<file path="config.mk">
export PLATFORM = sky130hd
export DESIGN_NAME = seq_frame_ctrl
export DESIGN_NICKNAME = d
export VERILOG_FILES = /design/src/rtl/seq_frame_ctrl.sv
export SDC_FILE = /design/constraint.sdc
export NUM_CORES = 1
export LEC_CHECK = 0
export CAP_MARGIN = 20
export CORE_MARGIN = 2
export CORE_UTILIZATION = 45
export DETAILED_ROUTE_END_ITERATION = 6
export GPL_TIMING_DRIVEN = 0
export PLACE_DENSITY_LB_ADDON = 0.15
export SETUP_SLACK_MARGIN = 0.2
export SYNTH_ARGS = -nofsm -noshare
export SYNTH_HDL_FRONTEND = slang
export SYNTH_SLANG_ARGS = --single-unit
</file>
<file path="constraint.sdc">
create_clock -name clk -period 1.9 [get_ports clk]
set_input_delay 0.285 -clock clk [delete_from_list [all_inputs] [get_ports clk]]
set_output_delay 0.285 -clock clk [all_outputs]
set_load 0.1 [all_outputs]
</file>
<file path="src/rtl/seq_frame_ctrl.sv">
// Frame sequencer for a serial 10110 detector: accepts a word, shifts it out
// MSB-first on idata/data_en, waits a drain window, counts seqen pulses seen
// during the frame and hands back the hit count over a valid/ready port.
module seq_frame_ctrl #(
  parameter int WIDTH = 16,
  parameter int CNT_W = 5,
  parameter int DRAIN = 2
) (
  input  logic             clk,
  input  logic             reset,
  input  logic             in_valid,
  input  logic [WIDTH-1:0] in_data,
  output logic             in_ready,
  output logic             idata,
  output logic             data_en,
  input  logic             seqen,
  output logic             res_valid,
  output logic [CNT_W-1:0] res_hits,
  input  logic             res_ready,
  output logic             busy
);

  localparam int BW = (WIDTH > 1) ? $clog2(WIDTH) : 1;
  localparam int DW = (DRAIN > 1) ? $clog2(DRAIN) : 1;
  localparam logic [BW-1:0]    BIT_LAST = BW'(WIDTH - 1);
  localparam logic [DW-1:0]    DRN_LAST = DW'(DRAIN - 1);
  localparam logic [CNT_W-1:0] HIT_MAX  = {CNT_W{1'b1}};

  typedef enum logic [1:0] {IDLE, SHIFT, DRAIN_ST, REPORT} state_t;

  state_t           state_q, state_d;
  logic [WIDTH-1:0] sh_q, sh_d;
  logic [BW-1:0]    bit_cnt_q, bit_cnt_d;
  logic [DW-1:0]    drn_cnt_q, drn_cnt_d;
  logic [CNT_W-1:0] hits_q, hits_d;
  logic             data_en_q, data_en_d;
  logic             res_valid_q, res_valid_d;
  logic [CNT_W-1:0] res_hits_q, res_hits_d;

  assign idata     = sh_q[WIDTH-1];
  assign data_en   = data_en_q;
  assign res_valid = res_valid_q;
  assign res_hits  = res_hits_q;
  assign in_ready  = (state_q == IDLE);
  assign busy      = (state_q != IDLE);

  // Next-state and datapath: hits are sampled in SHIFT/DRAIN and saturate;
  // the report captures the count including the final drain-edge sample.
  always_comb begin
    state_d     = state_q;
    sh_d        = sh_q;
    bit_cnt_d   = bit_cnt_q;
    drn_cnt_d   = drn_cnt_q;
    hits_d      = hits_q;
    data_en_d   = data_en_q;
    res_valid_d = res_valid_q;
    res_hits_d  = res_hits_q;

    if ((state_q == SHIFT || state_q == DRAIN_ST) && seqen && hits_q != HIT_MAX)
      hits_d = hits_q + 1'b1;

    case (state_q)
      IDLE: begin
        if (in_valid) begin
          sh_d      = in_data;
          bit_cnt_d = '0;
          hits_d    = '0;
          data_en_d = 1'b1;
          state_d   = SHIFT;
        end
      end
      SHIFT: begin
        // After the last data bit the register has shifted out to all zeros,
        // so idata drops to 0 together with data_en.
        sh_d = {sh_q[WIDTH-2:0], 1'b0};
        if (bit_cnt_q == BIT_LAST) begin
          data_en_d = 1'b0;
          drn_cnt_d = '0;
          state_d   = DRAIN_ST;
        end else begin
          bit_cnt_d = bit_cnt_q + 1'b1;
        end
      end
      DRAIN_ST: begin
        if (drn_cnt_q == DRN_LAST) begin
          res_valid_d = 1'b1;
          res_hits_d  = hits_d;
          state_d     = REPORT;
        end else begin
          drn_cnt_d = drn_cnt_q + 1'b1;
        end
      end
      REPORT: begin
        if (res_ready) begin
          res_valid_d = 1'b0;
          state_d     = IDLE;
        end
      end
      default: state_d = IDLE;
    endcase
  end

  // State register; reset discards any frame in flight.
  always_ff @(posedge clk or negedge reset) begin
    if (!reset) begin
      state_q     <= IDLE;
      sh_q        <= '0;
      bit_cnt_q   <= '0;
      drn_cnt_q   <= '0;
      hits_q      <= '0;
      data_en_q   <= 1'b0;
      res_valid_q <= 1'b0;
      res_hits_q  <= '0;
    end else begin
      state_q     <= state_d;
      sh_q        <= sh_d;
      bit_cnt_q   <= bit_cnt_d;
      drn_cnt_q   <= drn_cnt_d;
      hits_q      <= hits_d;
      data_en_q   <= data_en_d;
      res_valid_q <= res_valid_d;
      res_hits_q  <= res_hits_d;
    end
  end

endmodule

</file>
* Yosys cells after proc, flatten, opt, wreduce, memory -nomap -nowiden
Cells that the tools add are included.
** Storage, ports and cells
- Word-level logic and storage cells :: 57
- Input bits :: 21
- Flip-flop bits (word level) :: 35
- Output and inout port bits :: 10
** Cells by class
- Add/sub/neg operators :: 3
- Equal/unequal tests :: 10
- Reduce and logical (&&, ||, !) cells :: 15
- Multiplexer cells :: 21
** Operators with widths (count)
- $pmux 16 s2 :: 1
- $mux 16 :: 1
- $mux 5 :: 3
- $reduce_and 3->1 :: 3
- $mux 2 :: 4
- $mux 4 :: 2
- $ne 2x2->1 const B :: 4
- $pmux 2 s4 :: 1
- $pmux 4 s2 :: 1
- $reduce_bool 2->1 :: 4
- $pmux 1 s2 :: 3
- $reduce_and 2->1 :: 3
- $add 5x1->5 const B :: 1
- $mux 1 :: 5
- $ne 5x5->1 const B :: 1
- $add 4x1->4 const B :: 1
- $eq 2x2->1 const B :: 2
- $eq 4x4->1 const B :: 1
- $reduce_and 4->1 :: 1
- $eq 2x1->1 const B :: 1
- $logic_and 1x1->1 :: 2
- $logic_not 2->1 :: 1
- $ne 2x1->1 const B :: 1
- $add 1x1->1 const B :: 1
- $logic_or 1x1->1 :: 1

* Depth between registers and ports, before layout
- Depth after elaboration :: 7
- Gate-level depth with buffers :: 7
- Gate-level depth less buffers :: 6

* Worst setup path before layout
OpenSTA, ideal clock, no wires.
- Path kind :: reg-to-reg
- Start point :: register state_q[0]
- End point :: register sh_q[0]
- Cell stages (with the launch flop) :: 7
- Required time :: 1.769 ns
- Buffers on the path :: 1
- Library setup time :: 0.131 ns
- Path slack :: -0.647 ns
- Arrival :: 2.416 ns
- Clock period less this slack :: 2.547 ns
- Cell sequence :: dfrtp_1 > inv_1 > ha_1 > buf_2 > inv_1 > a22oi_1 > o21ai_0
** Between the ends
- Word-level cells in the longest chain between the ends :: 3
- Elaborated cells on any way between the ends :: 6
- Classes of those cells :: 2 x eq/ne; 1 x mux; 3 x reduce/logical
** Ends and longest elaborated chain
- start: declaration :: RTL line 31 : state_t state_q, state_d;
- start signal: assignment :: RTL line 115 : state_q <= state_d;
- $logic_not 2->1 *
- net in_ready :: RTL line 13 : output logic in_ready,
- $ne 2x2->1 (no line) or $reduce_bool 2->1 (tied branches)
- $reduce_and 2->1 (no line)
- end signal: assignment :: RTL line 107 : sh_q <= '0;
- end signal: assignment :: RTL line 116 : sh_q <= sh_d;
- end: declaration :: RTL line 32 : logic [WIDTH-1:0] sh_q, sh_d;
Mark *: on every way through the listed nets, which the timed path passes. The rest lies on a longest branch.
A chain may end at the register's enable or synchronous reset.

* Final worst setup path
- Start point :: register hits_q[1]
- End point :: register res_hits_q[3], in the netlist res_hits[3]
** Between the ends
- Word-level cells in the longest chain between the ends :: 3
- Elaborated cells on any way between the ends :: 4
- Classes of those cells :: 1 x add/sub; 1 x eq/ne; 1 x mux; 1 x reduce/logical
** Ends and longest elaborated chain
- start: declaration :: RTL line 35 : logic [CNT_W-1:0] hits_q, hits_d;
- start signal: assignment :: RTL line 119 : hits_q <= hits_d;
- branches (longest 2 deep; another with $add 5x1->5)
- $mux 5 * :: RTL line 59 : if ((state_q == SHIFT || state_q == DRAIN_ST) && seqen && hits_q != HIT_MAX)
- end signal: assignment :: RTL line 122 : res_hits_q <= res_hits_d;
- end: declaration :: RTL line 38 : logic [CNT_W-1:0] res_hits_q, res_hits_d;
Every way passes the cells marked *.

==> results.yml <==
sta:
  slew_violations: 0
  report.final.setup_viol: 0
  skew_ps: 5.894
  max_freq_mhz: 562.2
  grt_setup_unrepaired: "true"
  finalSetupTns_ps: 0
  slew_headroom_pct: 48.17
  hold_ws_ps: 66.52
  period_needed_ps: 1779
  hold_viol: 0
  fin_crit_sh_pct: 93.62
  tightest_slew_ps: 777.4
detailed_routing:
  initialDrtViolationCount: 89
  dr_wl_met2_microns: 2078
  detail_route.wirelength_microns: 4070
  vias: 1479
  wl_met1_microns: 1779
  topRoutingLayerUsed: "met4"
  antenna_left: 0
  viasPerCell: 5.301
  wl_per_cell_microns: 14.59
  drt_drc_violations_left: 0
  dr.pass1.iters: 4
  wl_met3_microns: 157
die:
  die_w_microns: 67.41
  die_h_microns: 67.41
  pin_count: 31
  dieArea_sq_mm: 0.004543
  rows: 23
  core_area_sq_mm: 0.003943
  start_util_pct: 45.89
grt:
  grt_use_total_pct: 19.55
  grt_overflow: 0
  antenna_found_initial: 0
  grt_max_degree: 36
  grt_pass1_wl_microns: 6499
  first_global_vias: 1444
yosys:
  syn_nets: 205
  yosys.area.top_type: "dfrtp_1"
  synthArstFlopShare_pct: 100.0
  ys_seq_area_share_pct: 48.41
  yosysTopAreaCellShare_pct: 48.41
  yosysUniqueCellTypes: 33
  syn_inst: 176
  ys_warn_count: 0
  synth-seq-cells: 35
  synth_area_per_cell_sq_um: 10.28
  synth_flop_cell: "dfrtp_1"
  yosys-top-cells-area: "dfrtp_1 48%, mux2i_1 12%, o21ai_0 7.5%"
  synth_area_sq_mm: 0.001809
  synth_edf_count: 0
finish:
  final_net_count: 257
  fill_cells: 322
  final_cell_count_no_fill: 279
  drive_above_1_share_pct: 28.82
  n_antenna_cell: 0
  areaGrowthSynthToFinish_pct: 40.53
run:
  drv_cap: 0
clock_tree:
  clockBufferDepth: 2
  clkTransAtPathRegs_ps: 80
  clockRootBuffer: "clkbuf_8"
  cts_sinks: 35
  ctsHtreeMaxLevel: 2
  postCtsHoldBufs: 0
  cts_buffers: 5
  clk_latency_ps: 290
  tritoncts: "built"
worst_setup_path:
  reg2reg_depth: 6
  crit_chain: "ha_2 -> and3_4 -> ha_4 -> nand3b_1 -> or3_4 -> a41oi_2"
  worstPathRequired_ps: 2110
  crit_arrival_ps: 1990
  cpPeakStageDelay_ps: 400
  critPathSlowestCell: "dfrtp_1"
  crit_type: "reg -> reg"
  ff2ff_setup_slack_ps: 120
  path_max_fanout: 3
  cp-end-kind: "flip-flop"
  start_kind: "flip-flop"
placed_design:
  numPlacedInstances: 256
  port_buffers: 30
  gp_congestion: 0.7800
  dpl.hpwl_microns: 2618
worst_hold_path:
  holdCritPathClass: "in -> async"
power:
  power_density_mw_per_mm2: 1849
  ir_drop_uv: 1446
  p_leak_nw: 1.083
status:
  status: "complete, no violations"
==> flip-flops by register name, indices dropped and copies added (netlist names) <==
register and flops:
res_valid 1, bit_cnt_q 4, state_q 2, res_hits 5, hits_q 5, sh_q 16
drn_cnt_q 1, data_en 1
==> routing by layer <==
metal | track usage [%] | up-vias
met4 | 7.398 | 0
met2 | 32.67 | 28
met1 | 23.77 | 720
met3 | 5.833 | 5
li1 | - | 726
met5 | 0 | -
==> metrics by stage <==
stage	util (%)	area, sq um	setup WS (ps)	power [mW]
after floorplan	-	1853	-19.69	3.123
after global placement	56.20	2216	-355.0	3.595
after detailed placement	56.08	2211	-378.6	3.668
after CTS	61.09	2409	165.1	4.417
after global routing	64.49	2542	77.40	5.028
final	64.49	2542	121.2	4.702
==> path summary, 6_finish.rpt <==
path / startpoint / endpoint
max reg2reg: hits_q[1] / res_hits[3]
min reg2reg: sh_q[7] / sh_q[7]
max in group asynchronous: reset / bit_cnt_q[0]
max: hits_q[1] / res_hits[3]
min in group clk: sh_q[7] / sh_q[7]
min: reset / sh_q[14]
==> area by class of cell <==
| type | instances | area (sq um) | share of cell area, % |
|---|---|---|---|
| clock buffer | 6 | 72.57 | 2.854 |
| multi-input combinational | 127 | 996.0 | 39.17 |
| sequential | 35 | 878.3 | 34.55 |
| timing repair buffer | 45 | 432.9 | 17.03 |
| clock inverter | 2 | 12.51 | 0.4921 |
| buffer | 9 | 65.06 | 2.559 |
| tap | 50 | 62.56 | 2.461 |
| inverter | 5 | 22.52 | 0.8858 |
==> placed cells by master (no fill, tap or decap), types with 4 or more instances in the layout <==
cell / count
dfrtp_1: 33
nand2_1: 24
o21ai_0: 21
mux2i_1: 19
clkdlybuf4s50_1: 19
buf_4: 14
clkdlybuf4s15_2: 8
o21ai_1: 6
nor2_1: 6
a21oi_1: 6
clkbuf_8: 5
buf_2: 4
ha_4: 4
==> timing repair <==
| action | 4_1_cts | 5_1_grt |
|---|---|---|
| setup endpoints to repair | 31 | 27 |
| buffers inserted | 11 | 4 |
| gates resized for setup | 47 | 30 |
| pin swaps | 2 | 5 |
==> critical path, delay by kind of cell, from the launching register on <==
kind	cells	cell delay, ps
compound gates	1	160
fa+ha+maj	2	350
simple gates	3	780
flops	1	400
==> Yosys cell counts (2+ instances only) <==
cell / count
dfrtp_1: 35
o21ai_0: 27
nand2_1: 24
mux2i_1: 21
ha_1: 8
a21oi_1: 7
nor2_1: 6
clkbuf_1: 5
inv_1: 5
buf_2: 4
nor2b_1: 4
nor3_1: 3
nor3b_1: 3
a41oi_1: 2
nand3_1: 2
nand3b_1: 2
xor2_1: 2
==> power by group <==
group          internal [mW]  total (mW)  switching [mW]  leakage (nW)
clock network          0.256       0.535           0.279        0.0412
registers               1.07        1.33           0.258         0.432
logic                   1.16        2.84            1.68         0.609
total                   2.49        4.70            2.21          1.08
==> cell families after synthesis <==
group | count (synthesis) | share of synthesized area, %
AOI/OAI and AO/OA | 41 | 13.62
buffers and inverters | 14 | 3.181
adders and majority gates | 8 | 5.533
muxes | 22 | 12.45
and+or+nand+nor | 54 | 15.84
DFF | 35 | 48.41
xor gates and xnor gates | 2 | 0.9684
Power figures use the tool's default switching activity.
==> edit 1: new RTL, config.mk and constraints unchanged <==
Set the parameter `DRAIN` to 1 (it was 2).
--- a/src/rtl/seq_frame_ctrl.sv
+++ b/src/rtl/seq_frame_ctrl.sv
@@ -5,5 +5,5 @@
   parameter int WIDTH = 16,
   parameter int CNT_W = 5,
-  parameter int DRAIN = 2
+  parameter int DRAIN = 1
 ) (
   input  logic             clk,
Formal check against the unedited RTL: no difference found for any inputs over 10 cycles, from zero or initial values and one cycle with reset low; that may be too few to reach the edited logic, so the function may still have changed.
==> edit 1 against the original RTL <==
- die area decreased by 5.0%
- critical path depth increased by 2
- cell area shrank 9.3%
- cell count is 7.5% lower
- sequential cell count decreased by 1
- clock skew barely moved
- routed wire length shrank 15%
- clock power rose by 21%
- count of clock-buffer cells in the layout up 1
- area after synthesis is 5.3% lower
- worst setup slack gained 0.0071 ns
- fmax increased by 0.40%
- total power shrank 5.8%
- largest power group unchanged
- highest routed layer unchanged
==> edit 1: results (changes against the original RTL) <==
\begin{tabular}{lr}
\hline
Metric & Value \\
\hline
\multicolumn{2}{l}{\textbf{Outcome}} \\
\quad Result of the run & completed (unchanged) \\
\multicolumn{2}{l}{\textbf{Worst setup path}} \\
\quad Crit Path Max Fanout & 5 (was 3) \\
\quad Critical path data arrival time & 1.92 ns (was 1.99 ns) \\
\multicolumn{2}{l}{\textbf{Synth}} \\
\quad Post-synthesis compound-gate area fraction & 14.0\% (was 13.6\%) \\
\quad Mux contribution to synthesized area & 10.5\% (was 12.4\%) \\
\quad Post-synthesis area per instance & 10.4 um\^{}2 (was 10.3 um\^{}2) \\
\quad Post-synthesis sequential area ratio & 49.7\% (was 48.4\%) \\
\quad Net Count, Synth & 194 (was 205) \\
\quad Top cell type's share of synthesized area & 49.7\% (was 48.4\%) \\
\quad Biggest area contributors in the synthesized netlist & dfrtp\_1, mux2i\_1, o21ai\_0, ha\_1, nand2\_1 (unchanged) \\
\quad List of most frequent post-synthesis cells & dfrtp\_1, o21ai\_0, nand2\_1 (unchanged) \\
\quad Unique masters post-synth & 32 (was 33) \\
\multicolumn{2}{l}{\textbf{Pwr}} \\
\quad Switching fraction of total power & 46.8\% (was 47.1\%) \\
\quad Peak supply drop & 0.00138 V (was 0.00145 V) \\
\quad LEAKAGE & 1.02 nW (was 1.08 nW) \\
\multicolumn{2}{l}{\textbf{Finish}} \\
\quad Layout filler cell count & 303 (was 322) \\
\quad Final layout net count & 238 (was 257) \\
\multicolumn{2}{l}{\textbf{Place}} \\
\quad Placed instance area & 2090 um\^{}2 (was 2210 um\^{}2) \\
\quad HPWL after detailed placement & 2.40 mm (was 2.62 mm) \\
\quad Post-place setup slack & -0.270 ns (was -0.379 ns) \\
\quad Placer Congestion & 0.740 (was 0.780) \\
\multicolumn{2}{l}{\textbf{Global routing}} \\
\quad First-pass GRT wire length & 5.87 mm (was 6.50 mm) \\
\quad Total Routing Usage GR & 17.9\% (was 19.5\%) \\
\quad Vias in the first global route & 1324 (was 1444) \\
\multicolumn{2}{l}{\textbf{Routing}} \\
\quad Number of violations reported at the end of detailed-routing iteration 0 & 44 (was 89) \\
\quad Vias post-DR & 1321 (was 1479) \\
\quad Total wirelength of the detailed-routed design & 3.46 mm (was 4.07 mm) \\
\multicolumn{2}{l}{\textbf{STA}} \\
\quad Worst relative slew slack & 49.3\% (was 48.2\%) \\
\quad Setup clock skew after layout & 0.00585 ns (was 0.00589 ns) \\
\hline
\end{tabular}
## edit 1: kinds of logic (layout without fill, tap and decap cells)
logic type               after synthesis  count (layout)
adder cells (fa/ha/maj)                8               8
buffers and inverters                 15              60
AND/OR/NAND/NOR                       49              49
XOR/XNOR                               3               3
multiplexers                          18              18
AO/OA/AOI/OAI                         38              38
flip-flops                            34              34
## edit 1: worst paths after layout
path,slack (ns),endpoint,cells after the start,start
min in group clk,0.48,sh_q[10],2,sh_q[10]
worst max register to register,0.13,res_hits[3],8,hits_q[1]
max in group asynchronous,1.34,bit_cnt_q[1],1,reset
worst min-delay path,0.07,res_hits[1],1,reset
worst max-delay path,0.13,res_hits[3],8,hits_q[1]
worst min register to register,0.48,sh_q[10],2,sh_q[10]
## edit 1: power groups by stage
stage	logic, W	clock network, W	registers [W]
2_1_floorplan	0.00139	0	0.00174
3_3_place_gp	0.00236	0	0.00122
3_5_place_dp	0.00241	0	0.00124
4_1_cts	0.00243	0.000657	0.00122
5_1_grt	0.00276	0.000701	0.00126
6_report	0.00256	0.000646	0.00122
## edit 1: cell type report
type | instances | area, um^2 | share of cell area, %
clock buffers | 7 | 76.3 | 3.31
multi-input cells | 116 | 826 | 35.8
well taps | 48 | 60.1 | 2.60
flip-flops and latches | 34 | 851 | 36.9
inverters | 6 | 26.3 | 1.14
plain buffers | 9 | 76.3 | 3.31
clock inverters | 1 | 30.0 | 1.30
repair buffers | 37 | 360 | 15.6
## edit 1: worst max-delay path: cells and delay by family, from the launching register on
family	cells	cell delay, ns
DFF	1	0.39
AOI/OAI and AO/OA	1	0.09
buffers and inverters	1	0.12
xor gates and xnor gates	1	0.19
and+or+nand+nor	3	0.52
adders and majority gates	2	0.32
## edit 1: per-stage QoR
stage / power (W) / hold slack (ns)
3_5_place_dp: 0.00365 / 0.409
5_1_grt: 0.00472 / 0.132
4_1_cts: 0.00431 / 0.103
3_3_place_gp: 0.00358 / 0.462
6_report: 0.00443 / 0.0719
2_1_floorplan: 0.00313 / -0.0106
## edit 1: what timing repair did
item	in CTS	in global routing
pin swaps	3	2
setup buffers	3	4
gates cloned	0	0
setup endpoints to repair	18	11
gates resized for setup	38	7
## edit 1: layer usage
metal,global-route usage [%],vias to the layer above,wire length (um)
met5,0,-,0
met3,5.14,2,110
met1,23.0,649,1600
met2,29.5,19,1730
met4,4.69,0,20
li1,-,651,-
==> edit 2: new RTL, config.mk and constraints unchanged <==
Without the edit above. Take the reset off `sh_q` and `res_hits_q` and load them in a clocked block of their own.
--- a/src/rtl/seq_frame_ctrl.sv
+++ b/src/rtl/seq_frame_ctrl.sv
@@ -105,5 +105,4 @@
     if (!reset) begin
       state_q     <= IDLE;
-      sh_q        <= '0;
       bit_cnt_q   <= '0;
       drn_cnt_q   <= '0;
@@ -111,8 +110,6 @@
       data_en_q   <= 1'b0;
       res_valid_q <= 1'b0;
-      res_hits_q  <= '0;
     end else begin
       state_q     <= state_d;
-      sh_q        <= sh_d;
       bit_cnt_q   <= bit_cnt_d;
       drn_cnt_q   <= drn_cnt_d;
@@ -120,6 +117,10 @@
       data_en_q   <= data_en_d;
       res_valid_q <= res_valid_d;
-      res_hits_q  <= res_hits_d;
     end
+  end
+
+  always_ff @(posedge clk) begin
+    sh_q       <= sh_d;
+    res_hits_q <= res_hits_d;
   end
 
Check against the original RTL: not equivalent (Yosys sat finds a counterexample within 4 cycles, from zero or initial values and one cycle with reset low).
==> edit 2 against the original RTL <==
- area after synthesis shrank 3.9%
- worst setup slack lost 0.049 ns
- routed wire length shrank 13%
- total power grew 3.1%
- via count shrank 17%
- cell area grew 1.7%
- sequential cell count is the same
- critical path depth shrank 1
==> edit 2: results (changes against the original RTL) <==
\begin{tabular}{lr}
\hline
Metric & Value \\
\hline
\multicolumn{2}{l}{\textbf{Outcome}} \\
\quad Result of the run & completed (unchanged) \\
\multicolumn{2}{l}{\textbf{Finish}} \\
\quad Final layout net count & 218 (was 257) \\
\quad Layout filler cell count & 256 (was 322) \\
\quad Fraction of layout cells with a size suffix above 1 & 45.3\% (was 28.8\%) \\
\quad Non-filler instance count after layout & 238 (was 279) \\
\multicolumn{2}{l}{\textbf{Global routing}} \\
\quad First-pass GRT wire length & 5.87 mm (was 6.50 mm) \\
\quad Vias in the first global route & 1236 (was 1444) \\
\quad Total Routing Usage GR & 18.5\% (was 19.5\%) \\
\quad Pin count of the biggest net entering global routing & 15 (was 36) \\
\multicolumn{2}{l}{\textbf{Pwr}} \\
\quad Peak supply drop & 0.00118 V (was 0.00145 V) \\
\quad LEAKAGE & 1.01 nW (was 1.08 nW) \\
\multicolumn{2}{l}{\textbf{Synth}} \\
\quad Unique masters post-synth & 36 (was 33) \\
\quad Post-synthesis area per instance & 13.3 um\^{}2 (was 10.3 um\^{}2) \\
\quad Async SR Flop Fraction & 40.0\% (was 100\%) \\
\quad Biggest area contributors in the synthesized netlist & edfxtp\_1, dfrtp\_1, mux2\_2, ha\_1, o21ai\_0 (was dfrtp\_1, mux2i\_1, o21ai\_0, ha\_1, nand2\_1) \\
\quad Net Count, Synth & 160 (was 205) \\
\quad Post-synthesis sequential area ratio & 56.4\% (was 48.4\%) \\
\quad List of most frequent post-synthesis cells & edfxtp\_1, mux2\_2, dfrtp\_1 (was dfrtp\_1, o21ai\_0, nand2\_1) \\
\quad Number of enable flip-flop cells after synthesis & 21 (was 0) \\
\multicolumn{2}{l}{\textbf{Routing}} \\
\quad Total wirelength of the detailed-routed design & 3.53 mm (was 4.07 mm) \\
\quad DR vias/cell & 5.16 (was 5.30) \\
\quad Number of violations reported at the end of detailed-routing iteration 0 & 80 (was 89) \\
\multicolumn{2}{l}{\textbf{Worst setup path}} \\
\quad Slowest cell on the critical path & dfrtp\_1 (unchanged) \\
\quad Crit Path Max Fanout & 5 (was 3) \\
\quad Critical path data arrival time & 1.87 ns (was 1.99 ns) \\
\multicolumn{2}{l}{\textbf{STA}} \\
\quad Worst relative slew slack & 58.0\% (was 48.2\%) \\
\quad Setup clock skew after layout & 0.00581 ns (was 0.00589 ns) \\
\multicolumn{2}{l}{\textbf{CTS}} \\
\quad Clock insertion delay at the later pin of the skew report & 0.29 ns (about the same) \\
\quad Cts bufs inserted & 5 (unchanged) \\
\quad H-tree lvl count & 2 (unchanged) \\
\multicolumn{2}{l}{\textbf{Place}} \\
\quad HPWL after detailed placement & 2.36 mm (was 2.62 mm) \\
\quad Placer Congestion & 0.776 (was 0.780) \\
\quad Total placed cells including tap cells & 209 (was 256) \\
\hline
\end{tabular}
## edit 2: worst paths after layout
path / startpoint / end / depth (start not counted) / slack (ns)
worst max-delay path: hits_q[1] / res_hits[1] / 5 / 0.07
worst min-delay path: reset / bit_cnt_q[3] / 1 / 0.38
worst max register to register: hits_q[1] / res_hits[1] / 5 / 0.07
worst min register to register: sh_q[0] / sh_q[1] / 1 / 0.55
max in group asynchronous: reset / bit_cnt_q[1] / 1 / 1.08
min in group clk: sh_q[0] / sh_q[1] / 1 / 0.55
## edit 2: repair_timing
item,4_1_cts,5_1_grt
gates cloned,1,0
buffers inserted,13,7
pin swaps,3,3
setup endpoints to repair,44,39
resized for setup,52,13
## edit 2: logic make-up after synthesis
logic type      share of synthesized area [%]
flops                                    56.4
xor+xnor                                 1.01
compound gates                           7.19
buf+inv                                  2.37
simple gates                             13.7
mux                                      13.6
fa+ha+maj                                5.76
## edit 2: area by class of cell
cell class	instances	share of cell area, %
sequential	35	38.0
clock inverter	2	0.532
inverter	5	1.02
multi-input combinational	86	32.1
clock buffer	6	3.63
tap	48	2.32
timing repair buffer	51	20.2
buffer	5	2.08
## edit 2: layer usage
layer  share of wire [%]  vias to the layer above  global-route usage [%]
li1                    -                      596                       -
met1                  42                      603                    21.8
met2                  52                       24                    31.4
met3                 4.3                        6                    5.28
met4                 1.9                        0                    7.65
met5                   0                        -                       0
## edit 2: power by group
part	internal (W)	switching, W
logic	0.00127	0.00154
registers	0.00125	0.000158
clock network	0.000338	0.000288
total	0.00286	0.00199
## edit 2: stage by stage
step	util, %	setup slack (ns)	area [um^2]
2_1_floorplan	-	0.140	1810
3_3_place_gp	59.0	-0.351	2170
3_5_place_dp	59.0	-0.366	2170
4_1_cts	67.6	0.0968	2490
5_1_grt	70.1	0.0265	2580
6_report	70.1	0.0724	2580
